$ cat config.mk
export PLATFORM = sky130hd
export DESIGN_NAME = ula_multiciclo
export DESIGN_NICKNAME = d
export VERILOG_FILES = /design/src/rtl/ula_multiciclo.sv
export SDC_FILE = /design/constraint.sdc
export NUM_CORES = 1
export LEC_CHECK = 0
export CAP_MARGIN = 20
export CORE_MARGIN = 10
export CORE_UTILIZATION = 48
export DETAILED_ROUTE_END_ITERATION = 7
export GPL_ROUTABILITY_DRIVEN = 1
export PLACE_DENSITY = 0.69
export RECOVER_POWER = 100
export SLEW_MARGIN = 20
export SYNTH_ARGS = -nofsm -noshare
export SYNTH_HDL_FRONTEND = slang
export SYNTH_SLANG_ARGS = --single-unit
export TNS_END_PERCENT = 20
$ cat constraint.sdc
create_clock -name clk -period 4.22 [get_ports clk]
set_input_delay 0.422 -clock clk [delete_from_list [all_inputs] [get_ports clk]]
set_output_delay 0.422 -clock clk [all_outputs]
set_load 0.005 [all_outputs]
$ cat src/rtl/ula_multiciclo.sv
// Multi-cycle ALU: arithmetic/logic ops finish in one cycle, shifts iterate one bit
// per cycle behind a start/busy/done handshake.
module ula_multiciclo #(
  parameter int WIDTH   = 32,
  parameter int SHAMT_W = 5
) (
  input  logic               clk,
  input  logic               rst_n,
  input  logic               start,
  input  logic [3:0]         ula_select,
  input  logic [WIDTH-1:0]   op_a,
  input  logic [WIDTH-1:0]   op_b,
  output logic [WIDTH-1:0]   result,
  output logic               zero,
  output logic               busy,
  output logic               done
);

  localparam logic [3:0] OP_ADD = 4'b0001, OP_SUB = 4'b0010, OP_SLL = 4'b0011,
                         OP_SLT = 4'b0100, OP_SLTU = 4'b0101, OP_SRL = 4'b0110,
                         OP_SRA = 4'b0111, OP_XOR = 4'b1000, OP_OR = 4'b1001,
                         OP_AND = 4'b1010, OP_LUI = 4'b1011, OP_AUIPC = 4'b1100;

  typedef enum logic {IDLE, SHIFT} state_t;

  state_t             state, state_nx;
  logic [WIDTH-1:0]   shreg, shreg_nx, result_nx, shifted;
  logic [3:0]         op, op_nx;
  logic [SHAMT_W-1:0] count, count_nx;
  logic               zero_nx, done_nx, is_shift;

  function automatic logic [WIDTH-1:0] alu_op(input logic [3:0] sel,
                                               input logic [WIDTH-1:0] a,
                                               input logic [WIDTH-1:0] b);
    logic signed [WIDTH-1:0] sa, sb;
    logic [WIDTH-1:0] r;
    sa = a;
    sb = b;
    r  = '0;
    case (sel)
      OP_ADD, OP_AUIPC: r = a + b;
      OP_SUB:           r = a - b;
      OP_SLT:           r = {{(WIDTH-1){1'b0}}, (sa < sb)};
      OP_SLTU:          r = {{(WIDTH-1){1'b0}}, (a < b)};
      OP_XOR:           r = a ^ b;
      OP_OR:            r = a | b;
      OP_AND:           r = a & b;
      OP_LUI:           r = b;
      default:          r = '0;
    endcase
    return r;
  endfunction

  function automatic logic [WIDTH-1:0] shift_step(input logic [3:0] sel,
                                                  input logic [WIDTH-1:0] v);
    logic [WIDTH-1:0] r;
    case (sel)
      OP_SLL:  r = {v[WIDTH-2:0], 1'b0};
      OP_SRA:  r = {v[WIDTH-1], v[WIDTH-1:1]};
      default: r = {1'b0, v[WIDTH-1:1]};
    endcase
    return r;
  endfunction

  assign is_shift = (ula_select == OP_SLL) || (ula_select == OP_SRL) ||
                    (ula_select == OP_SRA);
  assign shifted  = shift_step(op, shreg);
  assign busy     = (state == SHIFT);

  always_comb begin
    state_nx  = state;
    shreg_nx  = shreg;
    op_nx     = op;
    count_nx  = count;
    result_nx = result;
    zero_nx   = zero;
    done_nx   = 1'b0;
    case (state)
      IDLE: begin
        if (start) begin
          if (is_shift) begin
            shreg_nx = op_a;
            op_nx    = ula_select;
            count_nx = op_b[SHAMT_W-1:0];
            if (op_b[SHAMT_W-1:0] == '0) begin
              result_nx = op_a;
              zero_nx   = (op_a == '0);
              done_nx   = 1'b1;
            end else begin
              state_nx = SHIFT;
            end
          end else begin
            result_nx = alu_op(ula_select, op_a, op_b);
            zero_nx   = (result_nx == '0);
            done_nx   = 1'b1;
          end
        end
      end
      SHIFT: begin
        shreg_nx = shifted;
        count_nx = count - 1'b1;
        // Last step: commit the shifted value directly rather than waiting a cycle.
        if (count == SHAMT_W'(1)) begin
          result_nx = shifted;
          zero_nx   = (shifted == '0);
          done_nx   = 1'b1;
          state_nx  = IDLE;
        end
      end
      default: state_nx = IDLE;
    endcase
  end

  always_ff @(posedge clk or negedge rst_n) begin
    if (!rst_n) begin
      state  <= IDLE;
      shreg  <= '0;
      op     <= '0;
      count  <= '0;
      result <= '0;
      zero   <= 1'b1;
      done   <= 1'b0;
    end else begin
      state  <= state_nx;
      shreg  <= shreg_nx;
      op     <= op_nx;
      count  <= count_nx;
      result <= result_nx;
      zero   <= zero_nx;
      done   <= done_nx;
    end
  end

endmodule

# == Word level (Yosys, flattened, before mapping) ==
# Cells that the tools add are included.
# classes
addsub,3
magnitude_cmp,2
eq_ne,19
muxes,31
bitwise,4
reduce_logical,10
# op_table
operator,n
2-to-1 mux 32 bit,9
one-hot mux 32 bit (8 select lines),1
one-hot mux 32 bit (2 select lines),3
logical NOT 32 bit,3
< comparator 32 bit,2
adder 32 bit,1
AND 32 bit,1
OR 32 bit,1
subtractor 32 bit,1
XOR 32 bit,1
equality test 4 x 3 -> 1 bit (second input constant),5
equality test 4 bit (second input constant),5
equality test 4 x 2 -> 1 bit (second input constant),3
2-to-1 mux 1 bit,12
2-to-1 mux 5 bit,2
one-hot mux 5 bit (2 select lines),1
one-hot mux 1 bit (2 select lines),3
AND reduction 3 bit,2
equality test 5 x 1 -> 1 bit (second input constant),1
logical NOT 5 bit,1
subtractor 5 x 1 -> 5 bit (second input constant),1
equality test 4 x 1 -> 1 bit (second input constant),1
inequality test 2 bit (second input constant),2
inequality test 3 bit (second input constant),1
5 further kinds,6
# totals
register_bits,76
output_inout_bits,35
elab_cells,76

# == Longest topological paths before layout ==
# Gate-level depths: netlist of the first run.
# logic_depth
word_depth,10
ltp_mapped,15

# == Least setup slack after synthesis of the first run ==
# No wires, ideal clock.
# synth_path
path_kind,input -> register
startpoint,input port op_a[0]
endpoint,register zero
t_arrival_ps,3401
required_time_ps,4158
slack_ps,758
path_stages,13
n_path_buf,0
path_cell_list,ha_1 fa_1 a21o_1 a221o_1 a22oi_2 a311oi_2 o21a_1 xnor2_1 o221ai_1 or4b_1 nor4_1 and4bb_1 a41o_1
# synth_via
elab_chain_cells,9
# synth_lines
item,line_no,source
"start, declared",11,"input logic [WIDTH-1:0] op_a,"
subtractor 32 bit (tied with other cells),42,OP_SUB: r = a - b;
one-hot mux 32 bit (8 select lines),40,case (sel)
2-to-1 mux 32 bit,81,if (is_shift) begin
2-to-1 mux 32 bit,80,if (start) begin
2-to-1 mux 32 bit,78,case (state)
logical NOT 32 bit,94,zero_nx = (result_nx == '0);
2-to-1 mux 1 bit *,81,
2-to-1 mux 1 bit *,80,
one-hot mux 1 bit (2 select lines) *,78,
"end signal, assigned",129,zero <= zero_nx;
"end, declared",14,"output logic zero,"
# Mark *: on every way between the ends. The rest lies on a longest branch, timed or not. The select of a mux whose other input is x is not followed.
# A chain may end at the register's enable or synchronous reset.

# == Worst setup path in the final report of the first run ==
# Same ends and word-level chain as after synthesis.

==> impl_results.md, run 1 <==
- Crit path launch type: input pin
- Final Hold Viols: 0
- Post-route cell area: 0.0132 mm²
- Crit path top cell by count: inv_1
- Worst-path cell chain: clkdlybuf4s50_1 -> inv_1 -> ha_1 -> inv_1 -> fa_1 -> nor2b_1 -> o21ai_1 -> a2111oi_1 -> buf_4 -> a211oi_1 -> o211a_1 -> or3_1 -> a22oi_1 -> nand4_1 -> nor4_1 -> and4bb_1 -> a41o_1
- Area Overhead vs Synth: 25.6%
- Worst Hold Class: flop to flop
- RSZ-0062 raised after global routing: no
- CP arrival: 4.38 ns
- H-tree levels: 3
- CP delay by family, top: compound AO/OA/AOI/OAI gates
- Library cells used by synthesis: 83
- Synthesized instance count: 1450
- FILL cells: 2033
- Area share of the largest cell type after synthesis: 17.9%
- Vias in the first global route: 11593
- Inserted Clock Buffers: 9
- Final count of negative-setup-slack endpoints: 0
- Antenna Violating Nets Remaining: 0
- RR Startpoint: busy
- Crit Path Category: input pin to flop
- Reg2Reg Depth: 3
- Synth top cells by count: 164 x nor2_1, 160 x nand2_1, 138 x a21oi_1
- DRC: 0
- GP Congestion: 1.04
- Required @ worst endpoint: 4.50 ns
- Syn Nets: 1628
- Slew headroom: -28.7%
- Hold wc startpoint: result[25]
- Peak supply drop: 488 µV
- Worst-margin pin slew: 1.93 ns
- Pins over their slew limit: 77
- Sw power: 2300 µW
- EDFF count, synth: 0
- Hold path depth: 1
- # port buffers: 105
- Root buf cell: clkbuf_16
- Asr flop ratio synth: 100%
- Drt wl/cell: 22.8 µm
- Die X: 168 µm
- Status: finished, violations left
- # diodes: 0
- Fmax: 244 MHz
- WP depth: 17
- Max cap viols: 1
- Failing checks: max-capacitance violations, max-slew violations
- Main synth FF type: dfrtp_1
- Count leader, synth: nor2_1
- Synth area leader: dfrtp_1
- Worst Hold End: result[25]
- Synth Cell Area: 0.0105 mm²
- Fin crit period: 4.10 ns
- FF+latch count, synth: 76
- Layout Skew: 0.00432 ns
- Die area: 0.0282 mm²
- Initial antenna violation count: 0
- Vias: 12019
- Clk pwr share: 16.9%
- Post-CTS setup repair buffer count: 0
- Initial drt markers: 1235
- Placed cell area: 0.0129 mm²
- Post-cts resize count: 0
- Post-CTS Hold Buffers: 0
- Number of instances in the placed design: 1923
- Avg Cell Area, Syn: 7.25 µm²
- Switch share: 43.7%
- Clock-pin slew of the registers on the worst-case setup and hold paths: 0.06 ns
- Setup slack, reg-to-reg: 0.99 ns
- Layout Cells excl Fill: 1938
- Layout cell share with drive strength beyond 1: 13.6%
- CTS tree: built
- Cell Int Power: 2960 µW
- IO Count: 106
- CP endpoint kind: flop
- Largest net degree at the start of global routing: 84
- Global-route wire length before repair: 67.7 mm
- Area contributors post-synth: dfrtp_1 18%, ha_1 12%, a21oi_1 6.6%
- Clock buffer depth: 2
- DP HPWL: 35.6 mm
- Num rows: 54
- Buffers and inverters on the worst path: 4
- Starting Density: 48.5%
- Slowest cell on the critical path: clkdlybuf4s50_1
- Die height: 168 µm
- Power per cell area: 398 mW/mm²
- GR Util All Layers: 30.1%
- Seq/Total Area, Yosys: 18.1%
- Clk sinks: 76
- GR Overflow Total: 0
- Reg2reg end: result[9]
- Fin nets: 1832
- Final Cycle Share: 97.1%
- Routed vias/inst: 6.20
- Crit path largest cell delay: 0.50 ns
- Drt pass-1 iters: 6
- Worst skew pair latency: 0.34 ns
- Leakage: 0.00600 µW
- Comb power frac: 55.0%
- Reg power frac: 28.1%
- Core Footprint: 0.0217 mm²
- Total Routed Length: 44.2 mm
- Worst Path Max Fanout: 3
- YS warnings: 0
==> how the worst max path moves through the flow <==
stage               slack, ns    start   end
detailed placement      -0.09  op_a[4]  zero
global route             0.02  op_a[0]  zero
floorplan                0.76  op_a[0]  zero
global placement        -0.09  op_a[0]  zero
finish                   0.12  op_a[0]  zero
CTS                      0.24  op_a[4]  zero
==> power groups by stage <==
stage	registers, µW	logic (µW)	clock network, µW
2_1_floorplan	1350	1800	0
3_3_place_gp	1470	2880	0
3_5_place_dp	1480	2920	0
4_1_cts	1470	2940	901
5_1_grt	1520	3210	939
6_report	1470	2890	890
==> per-layer routing <==
metal	up-vias	GRT usage, %	routed length [µm]
met4	0	16.3	2730
met1	5673	39.2	18500
met5	-	0	0
li1	5652	-	-
met2	577	46.7	19600
met3	117	4.98	3350
==> layout by cell type (no fill, tap or decap), drive strengths merged, types with 5 or more instances in the layout <==
cell           count
buf              167
nor2             164
nand2            160
a21oi            140
inv              116
ha               105
o21ai             92
dfrtp             75
clkdlybuf4s50     67
mux2i             52
a211oi            39
dlygate4sd3       36
nor3              33
nor4              28
nand3             27
clkbuf            27
nand4             21
o21a              21
a31oi             19
o31ai             19
a21o              17
nor2b             16
xnor2             15
mux4              15
nand2b            14
o211ai            11
a211o             11
o311ai            10
a2111oi            9
o22ai              8
a221oi             8
and2               8
a21boi             7
or3                7
o31a               6
o221ai             6
a221o              5
o21bai             5
a22oi              5
==> state kept, by name, summed over array words and instances (netlist names) <==
name,cells
result,32
shreg,32
count,5
op,4
busy,1
done,1
zero,1
==> worst reg2reg max path: stages (launching register included) <==
cell and delay [ns]:
dfrtp_1 1.18, clkbuf_2 1.23, a211oi_1 0.44, a21o_1 0.28
==> area by class of cell <==
| cell class | count | area [µm²] | area share [%] |
|---|---|---|---|
| well taps | 280 | 350 | 2.65 |
| clock inverters | 4 | 97.6 | 0.739 |
| repair buffers | 286 | 2400 | 18.2 |
| multi-input cells | 1163 | 7760 | 58.8 |
| flip-flops and latches | 76 | 1900 | 14.4 |
| clock buffers | 11 | 243 | 1.84 |
| inverters | 118 | 443 | 3.36 |
==> logic make-up (layout without fill, tap and decap cells) <==
group	after synthesis	in the layout	synth area share [%]
simple gates	508	508	22.4
buf+inv	211	419	8.08
flops	76	76	18.1
compound gates	461	461	28.6
mux	71	71	8.59
fa+ha+maj	107	107	12.9
xor+xnor	16	16	1.33
==> metrics by stage <==
step	total power [µW]	hold WS [ns]	utilization, %	TNS [ns]	setup slack (ns)
after floorplan	3140	0.126	-	0	0.758
after global placement	4350	0.457	59.6	-0.0852	-0.0852
after detailed placement	4390	0.470	59.6	-0.0866	-0.0866
after CTS	5310	0.276	61.2	0	0.240
after global routing	5660	0.494	60.9	0	0.0235
final	5260	0.471	60.9	0	0.124
Power figures use the tool's default switching activity.
==> inputs of run 2 (changes only) <==
--- a/config.mk
+++ b/config.mk
@@ -12,6 +12,8 @@
 export GPL_ROUTABILITY_DRIVEN = 1
 export PLACE_DENSITY = 0.69
 export RECOVER_POWER = 100
+export SETUP_SLACK_MARGIN = 0.05
+export SKIP_CTS_REPAIR_TIMING = 1
 export SLEW_MARGIN = 20
 export SYNTH_ARGS = -nofsm -noshare
 export SYNTH_HDL_FRONTEND = slang
==> impl_results.md, run 2 (synthesis gave the netlist of run 1 again) <==
- Clk pwr share: 16.9% (about the same)
- Total Routed Length: 44.2 mm (about the same)
- Worst-path cell chain: clkdlybuf4s50_1 -> inv_1 -> ha_1 -> clkbuf_1 -> nor2_1 -> o311ai_1 -> a31oi_1 -> a21oi_1 -> o41ai_1 -> buf_4 -> o21ai_0 -> mux2i_1 -> buf_4 -> nand4_1 -> nor4_1 -> and4bb_1 -> a41o_1
- Die height: 168 µm (unchanged)
- GR Util All Layers: 30.1% (unchanged)
- Starting Density: 48.5% (unchanged)
- Initial antenna violation count: 0 (unchanged)
- Crit path top cell by count: buf_4
- Clk sinks: 76 (unchanged)
- RSZ-0062 raised after global routing: no
- Reg2reg end: result[9]
- Area Overhead vs Synth: 25.6% (about the same)
- Clock buffer depth: 2 (unchanged)
- Final Cycle Share: 95.9% (-1.2 points)
- Die area: 0.0282 mm² (unchanged)
- Pins over their slew limit: 77 (unchanged)
- Fmax: 247 MHz (+1.2%)
- Crit path launch type: input pin
- CP delay by family, top: compound AO/OA/AOI/OAI gates
- Slew headroom: -28.3% (+0.49 points)
- Post-route cell area: 0.0132 mm² (about the same)
- Peak supply drop: 488 µV (about the same)
- Final setup margin: 0.173 ns (+0.0491 ns)
- Inserted Clock Buffers: 9 (unchanged)
- Crit path largest cell delay: 0.53 ns (+0.03 ns)
- Vias: 12049 (+0.25%)
- Worst-margin pin slew: 1.92 ns (-0.00730 ns)
- Final Hold Viols: 0 (unchanged)
- DP HPWL: 35.6 mm (unchanged)
- Drt pass-1 iters: 7 (+1)
- Slowest cell on the critical path: o41ai_1
- Hold wc startpoint: result[25]
- GP Congestion: 1.04 (unchanged)
- # diodes: 0 (unchanged)
- Global-route wire length before repair: 67.7 mm (unchanged)
- GR Overflow Total: 0 (unchanged)
- Setup slack, reg-to-reg: 0.98 ns (about the same)
- # port buffers: 105 (unchanged)
- Total power: 5260 µW (about the same)
- Leakage: 0.00600 µW (about the same)
- Commonest non-fill, non-tap cell in the layout: nor2_1
- Pre-CTS setup slack: -0.0866 ns (unchanged)
- Reg2Reg Depth: 3 (unchanged)
- CP arrival: 4.33 ns (-0.05 ns)
- Status: finished, violations left
- DRC: 0 (unchanged)
- Layout cell share with drive strength beyond 1: 13.7% (+0.060 points)
- Routed vias/inst: 6.22 (+0.25%)
- Worst Hold End: result[25]
- Sw power: 2300 µW (about the same)
- Initial drt markers: 1240 (+0.40%)
- Vias in the first global route: 11593 (unchanged)
- Max cap viols: 1 (unchanged)
- Core Footprint: 0.0217 mm² (unchanged)
- Largest net degree at the start of global routing: 84 (unchanged)
- Final count of negative-setup-slack endpoints: 0 (unchanged)
- Most frequent cells in the layout: 163 x nor2_1, 162 x buf_4, 160 x nand2_1
- Layout Skew: 0.00500 ns (+0.000676 ns)
- Reg power frac: 28.0% (about the same)
- Die X: 168 µm (unchanged)
- Power per cell area: 398 mW/mm² (about the same)
- Drt wl/cell: 22.8 µm (about the same)
- Failing checks: max-capacitance violations, max-slew violations
- Buffers and inverters on the worst path: 5 (+1)
- Crit Path Category: input pin to flop
- Switch share: 43.7% (about the same)
- Placed cell area: 0.0129 mm² (unchanged)
- TNS Setup: 0 ns (unchanged)
- Worst Setup SP: op_a[4]
- CTS tree: built
- Clock-pin slew of the registers on the worst-case setup and hold paths: 0.06 ns (about the same)
- Worst Hold Class: flop to flop
- Antenna Violating Nets Remaining: 0 (unchanged)
- CP endpoint kind: flop
- Final hold slack: 0.472 ns (+0.0000420 ns)
- Num rows: 54 (unchanged)
- Top Registers: result (32), shreg (32), count (5)
- Fin nets: 1832 (unchanged)
- RR Startpoint: busy
- Worst skew pair latency: 0.34 ns (about the same)
- Worst Path Max Fanout: 6 (+3)
- Required @ worst endpoint: 4.50 ns (about the same)
- Hold path depth: 1 (unchanged)
- Comb power frac: 55.0% (about the same)
- Root buf cell: clkbuf_16
- H-tree levels: 3 (unchanged)
- IO Count: 106 (unchanged)
- Cell Int Power: 2960 µW (about the same)
- Fin crit period: 4.05 ns (-0.0491 ns)
[run 2: cell types whose count changed in the layout (fill, tap and decap cells not counted)]
| cell | before | now |
|---|---|---|
| a22oi_2 | 1 | 2 |
| a2111oi_0 | 7 | 8 |
| a22oi_1 | 4 | 3 |
| a2111oi_1 | 1 | 0 |
[run 2: worst register-to-register path, cell delays in order (launching register included)]
cell and delay (ns):
dfrtp_1 1.18, clkbuf_2 1.23, a211oi_1 0.45, a21o_1 0.28
[run 2: worst max path at each step]
stage	slack [ns]	end	depth (start not counted)
floorplan	0.76	zero	13
global placement	-0.09	zero	17
detailed placement	-0.09	zero	17
CTS	0.24	zero	17
global route	0.03	zero	17
finish	0.17	zero	17
[run 2: per-stage QoR]
step           std cells  util [%]
2_1_floorplan       1450         -
3_3_place_gp        1923      59.6
3_5_place_dp        1923      59.6
4_1_cts             1938      61.2
5_1_grt             1938      60.9
6_report            1938      60.9
[run 2: per-layer routing]
metal	GRT usage, %	vias to the layer above	part of all wire, %
met5	0	-	0
met4	16.3	0	6.0
met3	4.98	107	7.8
met2	46.7	590	44
met1	39.2	5701	42
li1	-	5651	-
[run 2: power by group through the flow]
stage	Sequential [µW]	Combinational, µW	Clock (µW)
floorplan	1350	1800	0
global placement	1470	2880	0
detailed placement	1480	2920	0
CTS	1470	2940	901
global route	1520	3210	939
finish	1470	2890	890
[run 2: final cells by class]
cell class / count / area (µm²)
multi-input cells: 1163 / 7770
fillers: 2034 / 8490
inverters: 118 / 443
flip-flops and latches: 76 / 1900
clock buffers: 11 / 243
repair buffers: 286 / 2400
clock inverters: 4 / 97.6
well taps: 280 / 350
